--- config.mk ---
export PLATFORM = sky130hd
export DESIGN_NAME = fcb_bitstream_loader
export DESIGN_NICKNAME = d
export VERILOG_FILES = /design/src/rtl/fcb_bitstream_loader.sv
export SDC_FILE = /design/constraint.sdc
export NUM_CORES = 1
export LEC_CHECK = 0
export BUFFER_PORTS_ARGS = -buffer_cell sky130_fd_sc_hd__buf_2
export CELL_PAD_IN_SITES_DETAIL_PLACEMENT = 1
export CELL_PAD_IN_SITES_GLOBAL_PLACEMENT = 2
export CORE_MARGIN = 4
export CORE_UTILIZATION = 34
export DETAILED_ROUTE_END_ITERATION = 10
export PLACE_DENSITY = 0.77
export RECOVER_POWER = 100
export SLEW_MARGIN = 20
export SYNTH_ARGS = -nofsm -noshare
export SYNTH_HDL_FRONTEND = slang
export SYNTH_SLANG_ARGS = --single-unit
--- constraint.sdc ---
create_clock -name clk -period 2.42 [get_ports clk]
set_input_delay 0.484 -clock clk [delete_from_list [all_inputs] [get_ports clk]]
set_output_delay 0.484 -clock clk [all_outputs]
set_load 0.02 [all_outputs]
--- src/rtl/fcb_bitstream_loader.sv ---
// fcb_bitstream_loader
// Streams a bitstream from a valid/ready source into the FPGA configuration
// block over a single-cycle Wishbone-style master (no ack). Writes length,
// checksum and control, then one data word per FCB word-completion, and can
// optionally run the FCB readback/Adler-32 verify before reporting.
module fcb_bitstream_loader #(
   parameter int FIFO_DEPTH  = 4,
   parameter int GUARD_CYC   = 4,
   parameter int TIMEOUT_CYC = 65535
) (
   input  logic        clk,
   input  logic        reset,
   input  logic        start,
   input  logic [31:0] bit_length,
   input  logic [31:0] exp_checksum,
   input  logic        verify_en,
   input  logic [31:0] s_word,
   input  logic        s_valid,
   output logic        s_ready,
   output logic [2:0]  wb_address,
   output logic [31:0] wb_data_out,
   output logic [3:0]  wb_select,
   output logic        wb_stb,
   output logic        wb_we,
   output logic        wb_bus_cycle,
   input  logic [31:0] wb_data_in,
   output logic        busy,
   output logic        done,
   output logic        pass,
   output logic [1:0]  err_code
);

   localparam int AW      = $clog2(FIFO_DEPTH);
   localparam int CNT_MAX = (TIMEOUT_CYC > GUARD_CYC) ? TIMEOUT_CYC : GUARD_CYC;
   localparam int CW      = $clog2(CNT_MAX + 1);

   localparam logic [CW-1:0] GUARD_LAST = CW'(GUARD_CYC - 1);
   localparam logic [CW-1:0] TMO_LAST   = CW'(TIMEOUT_CYC - 1);

   // FCB register map
   localparam logic [2:0] ADDR_CTRL  = 3'd0;
   localparam logic [2:0] ADDR_WRITE = 3'd1;
   localparam logic [2:0] ADDR_LEN   = 3'd2;
   localparam logic [2:0] ADDR_CHK   = 3'd3;
   localparam logic [2:0] ADDR_STAT  = 3'd4;

   // Control register values
   localparam logic [31:0] CTRL_OFF  = 32'h0;
   localparam logic [31:0] CTRL_LOAD = 32'h1;
   localparam logic [31:0] CTRL_RB   = 32'h2;

   // Completion codes
   localparam logic [1:0] ERR_NONE    = 2'd0;
   localparam logic [1:0] ERR_ZERO    = 2'd1;
   localparam logic [1:0] ERR_TIMEOUT = 2'd2;
   localparam logic [1:0] ERR_CHK     = 2'd3;

   typedef enum logic [3:0] {
      S_IDLE, S_WR_LEN, S_WR_CHK, S_WR_CTRL, S_WAIT_FIFO, S_WR_DATA, S_GUARD,
      S_POLL_W, S_LOAD_END, S_WR_RB, S_POLL_V, S_CLR, S_FIN
   } state_t;

   state_t          r_state;
   logic [CW-1:0]   r_cnt;
   logic [31:0]     r_chk;
   logic            r_verify;
   logic            r_res_pass;
   logic [1:0]      r_res_err;
   logic            r_stb;
   logic            r_we;
   logic [2:0]      r_addr;
   logic [31:0]     r_wdata;
   logic            r_busy;
   logic            r_done;
   logic            r_pass;
   logic [1:0]      r_err;

   // Stream buffer
   logic [31:0]     r_mem [FIFO_DEPTH];
   logic [AW:0]     r_wr_ptr;
   logic [AW:0]     r_rd_ptr;
   logic            w_full;
   logic            w_empty;
   logic            w_push;
   logic            w_pop;
   logic            w_flush;
   logic [31:0]     w_head;
   logic [3:0]      w_status;
   logic            w_unused;

   assign w_empty  = (r_wr_ptr == r_rd_ptr);
   assign w_full   = (r_wr_ptr[AW] != r_rd_ptr[AW]) &&
                     (r_wr_ptr[AW-1:0] == r_rd_ptr[AW-1:0]);
   assign w_push   = s_valid && !w_full;
   assign w_pop    = (r_state == S_WR_DATA);
   assign w_flush  = (r_state == S_FIN);
   assign w_head   = r_mem[r_rd_ptr[AW-1:0]];
   assign w_status = wb_data_in[3:0];
   assign w_unused = &{1'b0, wb_data_in[31:4]};

   assign s_ready      = !w_full;
   assign wb_stb       = r_stb;
   assign wb_bus_cycle = r_stb;
   assign wb_we        = r_we;
   assign wb_address   = r_addr;
   assign wb_data_out  = r_wdata;
   assign wb_select    = r_stb ? 4'hF : 4'h0;
   assign busy         = r_busy;
   assign done         = r_done;
   assign pass         = r_pass;
   assign err_code     = r_err;

   // Buffer storage write on every accepted stream beat.
   // NOTE: the storage array is not reset; the pointers alone say which entries are valid.
   always_ff @(posedge clk) begin
      if (w_push) r_mem[r_wr_ptr[AW-1:0]] <= s_word;
   end

   // Buffer pointers: push on handshake, pop in the data-write cycle, flush at completion.
   always_ff @(posedge clk or negedge reset) begin
      if (!reset) begin
         r_wr_ptr <= '0;
         r_rd_ptr <= '0;
      end else if (w_flush) begin
         r_wr_ptr <= '0;
         r_rd_ptr <= '0;
      end else begin
         if (w_push) r_wr_ptr <= r_wr_ptr + 1'b1;
         if (w_pop)  r_rd_ptr <= r_rd_ptr + 1'b1;
      end
   end

   // Load sequencer: bus strobes are registered on entry to each access state.
   always_ff @(posedge clk or negedge reset) begin
      if (!reset) begin
         r_state    <= S_IDLE;
         r_cnt      <= '0;
         r_chk      <= '0;
         r_verify   <= 1'b0;
         r_res_pass <= 1'b0;
         r_res_err  <= ERR_NONE;
         r_stb      <= 1'b0;
         r_we       <= 1'b0;
         r_addr     <= '0;
         r_wdata    <= '0;
         r_busy     <= 1'b0;
         r_done     <= 1'b0;
         r_pass     <= 1'b0;
         r_err      <= ERR_NONE;
      end else begin
         // NOTE: defaults first, so every access and the done pulse last exactly one cycle
         // unless a branch below re-asserts them.
         r_stb   <= 1'b0;
         r_we    <= 1'b0;
         r_addr  <= '0;
         r_wdata <= '0;
         r_done  <= 1'b0;
         r_pass  <= 1'b0;
         r_err   <= ERR_NONE;
         if (r_cnt != {CW{1'b1}}) r_cnt <= r_cnt + 1'b1;

         case (r_state)
            S_IDLE: begin
               if (start) begin
                  r_busy     <= 1'b1;
                  r_chk      <= exp_checksum;
                  r_verify   <= verify_en;
                  r_res_pass <= 1'b0;
                  r_cnt      <= '0;
                  if (bit_length == '0) begin
                     r_res_err <= ERR_ZERO;
                     r_state   <= S_FIN;
                  end else begin
                     r_res_err <= ERR_NONE;
                     r_state   <= S_WR_LEN;
                     r_stb     <= 1'b1;
                     r_we      <= 1'b1;
                     r_addr    <= ADDR_LEN;
                     r_wdata   <= bit_length;
                  end
               end
            end
            S_WR_LEN: begin
               r_state <= S_WR_CHK;
               r_cnt   <= '0;
               r_stb   <= 1'b1;
               r_we    <= 1'b1;
               r_addr  <= ADDR_CHK;
               r_wdata <= r_chk;
            end
            S_WR_CHK: begin
               r_state <= S_WR_CTRL;
               r_cnt   <= '0;
               r_stb   <= 1'b1;
               r_we    <= 1'b1;
               r_addr  <= ADDR_CTRL;
               r_wdata <= CTRL_LOAD;
            end
            S_WR_CTRL: begin
               r_state <= S_WAIT_FIFO;
               r_cnt   <= '0;
            end
            S_WAIT_FIFO: begin
               // Source starvation is legal; wait here without a timeout.
               if (!w_empty) begin
                  r_state <= S_WR_DATA;
                  r_cnt   <= '0;
                  r_stb   <= 1'b1;
                  r_we    <= 1'b1;
                  r_addr  <= ADDR_WRITE;
                  r_wdata <= w_head;
               end
            end
            S_WR_DATA: begin
               r_state <= S_GUARD;
               r_cnt   <= '0;
            end
            S_GUARD: begin
               if (r_cnt == GUARD_LAST) begin
                  r_state <= S_POLL_W;
                  r_cnt   <= '0;
                  r_stb   <= 1'b1;
                  r_addr  <= ADDR_STAT;
               end
            end
            S_POLL_W: begin
               // Load-complete outranks word-complete.
               if (w_status[1]) begin
                  r_state <= S_LOAD_END;
                  r_cnt   <= '0;
                  r_stb   <= 1'b1;
                  r_we    <= 1'b1;
                  r_addr  <= ADDR_CTRL;
                  r_wdata <= CTRL_OFF;
               end else if (w_status[0]) begin
                  r_state <= S_WAIT_FIFO;
                  r_cnt   <= '0;
               end else if (r_cnt == TMO_LAST) begin
                  r_res_err <= ERR_TIMEOUT;
                  r_state   <= S_FIN;
                  r_cnt     <= '0;
               end else begin
                  r_stb  <= 1'b1;
                  r_addr <= ADDR_STAT;
               end
            end
            S_LOAD_END: begin
               r_cnt <= '0;
               if (!r_verify) begin
                  r_res_pass <= 1'b1;
                  r_state    <= S_FIN;
               end else begin
                  r_state <= S_WR_RB;
                  r_stb   <= 1'b1;
                  r_we    <= 1'b1;
                  r_addr  <= ADDR_CTRL;
                  r_wdata <= CTRL_RB;
               end
            end
            S_WR_RB: begin
               r_state <= S_POLL_V;
               r_cnt   <= '0;
               r_stb   <= 1'b1;
               r_addr  <= ADDR_STAT;
            end
            S_POLL_V: begin
               if (w_status[2] || w_status[3] || (r_cnt == TMO_LAST)) begin
                  if (w_status[2])      r_res_pass <= 1'b1;
                  else if (w_status[3]) r_res_err  <= ERR_CHK;
                  else                  r_res_err  <= ERR_TIMEOUT;
                  r_state <= S_CLR;
                  r_cnt   <= '0;
                  r_stb   <= 1'b1;
                  r_we    <= 1'b1;
                  r_addr  <= ADDR_CTRL;
                  r_wdata <= CTRL_OFF;
               end else begin
                  r_stb  <= 1'b1;
                  r_addr <= ADDR_STAT;
               end
            end
            S_CLR: begin
               r_state <= S_FIN;
               r_cnt   <= '0;
            end
            S_FIN: begin
               r_done  <= 1'b1;
               r_pass  <= r_res_pass;
               r_err   <= r_res_err;
               r_busy  <= 1'b0;
               r_state <= S_IDLE;
               r_cnt   <= '0;
            end
            default: begin
               r_state <= S_IDLE;
               r_cnt   <= '0;
            end
         endcase
      end
   end

endmodule

==> reports/qor.yml <==
outcome:
  status: "completed"
finish:
  fin_nets: 1018
  fin_area_sq_um: 11900
  area_growth_syn_to_layout_pct: 23.94
  drive_gt1_frac: 0.2294
  fin_cells: 1277
logic_synthesis:
  synth_edf_count: 128
  synth.avg_cell_area_sq_um: 13.94
  syn-num-nets: 829
  netlist.area_leader.share: 0.4002
  yosysTopAreaCell: "edfxtp_1"
  synth-seq-cells: 232
  synth-seq-area-share: 0.6712
  yosysWarnings: 0
  syn_inst: 689
  synthesis.area_sq_um: 9604
  yosys-top-cells-area: "edfxtp_1 40%, dfrtp_1 27%, mux4_2 7.5%"
  async_reset_ff_frac: 0.4483
  ys.flop_type: "edfxtp_1"
  synth_most_common_cell: "edfxtp_1"
  netlist_top_cells_count: "128 x edfxtp_1, 123 x nand2_1, 104 x dfrtp_1, 38 x nor2_1, 35 x nor2b_1"
  ys_types: 55
clock_network:
  cts_tree: "built"
  clock_latency_ns: 0.52
  clk_pin_slew_ns: 0.06
  htree_levels: 1
  postCtsHoldBufs: 1
  cts_sinks: 232
  cts_setup_buffers: 0
  cts_root_buf: "clkbuf_16"
  numCtsBuffers: 26
  post_cts_resized: 0
  clk_path_buf_depth: 3
floorplan:
  ios: 181
  start_util: 0.3448
  num_rows: 61
  core-area_sq_um: 27860
  dieArea_sq_um: 31000
  dieHeight_um: 176.1
  die_w_um: 176.1
timing:
  hold_slack_ns: 0.1573
  fin_setup_tns_ns: 0
  tightest_slew_ns: 1.404
  post-route-period-util: 0.9255
  setup_violations: 0
  fin_crit_ns: 2.240
  slew_headroom: 0.06424
  rsz0062_at_grt: "no"
  fmax_mhz: 446.5
  hold_viol: 0
  finClkSkew_ns: 0.01599
  slew_violations: 0
placed_design:
  place_area_sq_um: 11120
  io_buffers: 152
  routabilityCongestion: 0.8254
  dp_hpwl_mm: 18.31
  dpl.cell_count: 1227
worst_setup_path:
  r2r_slack_ns: 0.18
  start_kind: "flip-flop"
  r2r_start: "r_rd_ptr[1]$_DFFE_PN0P_"
  crit_chain: "clkbuf_2 -> mux4_2 -> nor2b_1 -> a221o_2"
  slowest_delay_ns: 0.79
  cp_top_family: "buffers and inverters"
  worstPathRequired_ns: 2.81
  slowest_stage: "clkbuf_2"
  path_buf_inv: 1
  cp.arrival_ns: 2.63
  setup.worst_path.class: "reg2reg"
  crit_fanout: 35
  timing.rr.end: "wb_data_out[15]$_DFF_PN0_"
  endpoint_kind: "flip-flop"
  r2r_cells: 4
run:
  maxCapViolations: 0
drt:
  wl_mm: 26.31
  drt_iter0_markers: 433
  ant_nets: 0
  drt_drc_violations_left: 0
  detail_route.wl_per_cell_um: 20.60
  firstDrtPassIters: 4
  avgViaCountPerCell: 4.975
  num_vias: 6353
worst_hold_path:
  holdPathStages: 3
  min_to: "r_chk[30]$_DFFE_PN0P_"
  hp-class: "in2reg"
  holdCritStartpoint: "exp_checksum[30]"
global_route:
  grt_pass1_wl_mm: 40.39
  antenna_found_initial: 8
  grt_pass1_vias: 6832
  grt_max_degree: 49
  gr-total-overflow: 0
  grt_use_total: 0.1675
power_and_ir_drop:
  clockPowerShare: 0.299
  seqPwrFrac: 0.393
  ir_worst_vdd_uv: 726.0
  netSwitchingFraction: 0.3213
  p_per_area_nw_per_um2: 1229
  power.internal_mw: 9.931
  power.leakage_nw: 4.708
  p_switching_mw: 4.702
  power.share.combinational: 0.308
[through the flow]
stage	power [mW]	util	worst slack (ns)
after floorplan	8.868	-	0.1013
after global placement	10.45	0.3992	-0.09504
after detailed placement	10.60	0.3992	-0.1818
after CTS	15.02	0.4343	0.1749
after global routing	15.48	0.4273	0.03784
final	14.63	0.4273	0.1802
[cell type report]
type                    count  area (sq um)
well taps                 378         473.0
clock buffers              31         700.7
fillers                  2914         15950
repair buffers            205          1090
diodes                      1         2.502
flip-flops and latches    232          6449
clock inverters            17         266.5
multi-input cells         403          2885
inverters                  10         37.54
[per-layer routing]
layer / routed length, um / part of all wire / GRT usage / vias up
li1: - / - / - / 2919
met1: 11110 / 0.42 / 0.2241 / 3190
met2: 12580 / 0.48 / 0.2728 / 175
met3: 1786 / 0.068 / 0.04197 / 55
met4: 740 / 0.028 / 0.04841 / 14
met5: 96 / 0.0036 / 0 / -
[how the worst max path moves through the flow]
stage,from,endpoint,slack [ns],cells past startpoint
floorplan,r_rd_ptr[1]$_DFFE_PN0P_,r_mem[3][0]$_DFFE_PP_,0.10,4
global placement,bit_length[17],wb_data_out[15]$_DFF_PN0_,-0.1,6
detailed placement,bit_length[16],wb_data_out[14]$_DFF_PN0_,-0.18,6
CTS,r_rd_ptr[0]$_DFFE_PN0P_,s_ready,0.17,4
global route,r_wr_ptr[0]$_DFFE_PN0P_,r_mem[1][13]$_DFFE_PP_,0.04,4
finish,r_rd_ptr[1]$_DFFE_PN0P_,wb_data_out[15]$_DFF_PN0_,0.18,4
[cell families (layout without fill, tap and decap cells)]
| group | after synthesis | count (layout) | share of synthesized area |
|---|---|---|---|
| adders and majority gates | 7 | 7 | 0.009119 |
| other | 0 | 1 | 0 |
| DFF | 232 | 232 | 0.6712 |
| muxes | 35 | 35 | 0.07856 |
| buffers and inverters | 54 | 263 | 0.02905 |
| xor gates and xnor gates | 17 | 17 | 0.01550 |
| AOI/OAI and AO/OA | 80 | 80 | 0.06657 |
| and+or+nand+nor | 264 | 264 | 0.1300 |
[power groups by stage]
stage | clock, mW | sequential (mW) | combinational, mW
floorplan | 0 | 5.85 | 3.02
global placement | 0 | 5.76 | 4.69
detailed placement | 0 | 5.82 | 4.79
CTS | 4.46 | 5.75 | 4.81
global route | 4.63 | 5.87 | 4.98
finish | 4.37 | 5.76 | 4.51
[sequential cells by signal, summed over array words and instances (netlist names)]
| signal | flops |
|---|---|
| r_mem | 128 |
| err_code | 2 |
| done | 1 |
| r_rd_ptr | 3 |
| r_res_err | 2 |
| r_res_pass | 1 |
| pass | 1 |
| r_wr_ptr | 3 |
| wb_data_out | 32 |
| wb_address | 3 |
| r_chk | 32 |
| wb_bus_cycle | 1 |
| busy | 1 |
| wb_we | 1 |
| r_cnt | 16 |
| r_state | 4 |
| r_verify | 1 |
[placed cells by master, fill, tap and decap left out, drive strengths merged, types with 6 or more instances in the layout]
cell    instances
and2            8
buf           112
xnor2          14
dfrtp         104
nor4           15
nand2         123
inv            10
clkinv          9
ha              7
nor2           38
edfxtp        128
bufinv          7
clkbuf        123
mux4           32
o21ai          12
a221o          32
nor3           13
a21oi          12
nand3           8
nor2b          35
nand4           6
[worst min-delay path, stage by stage]
cell     delay (ns)
buf_2          0.07
nand2_1        0.04
nand2_1        0.04
No activity file was read; power rests on OpenSTA's default activity.
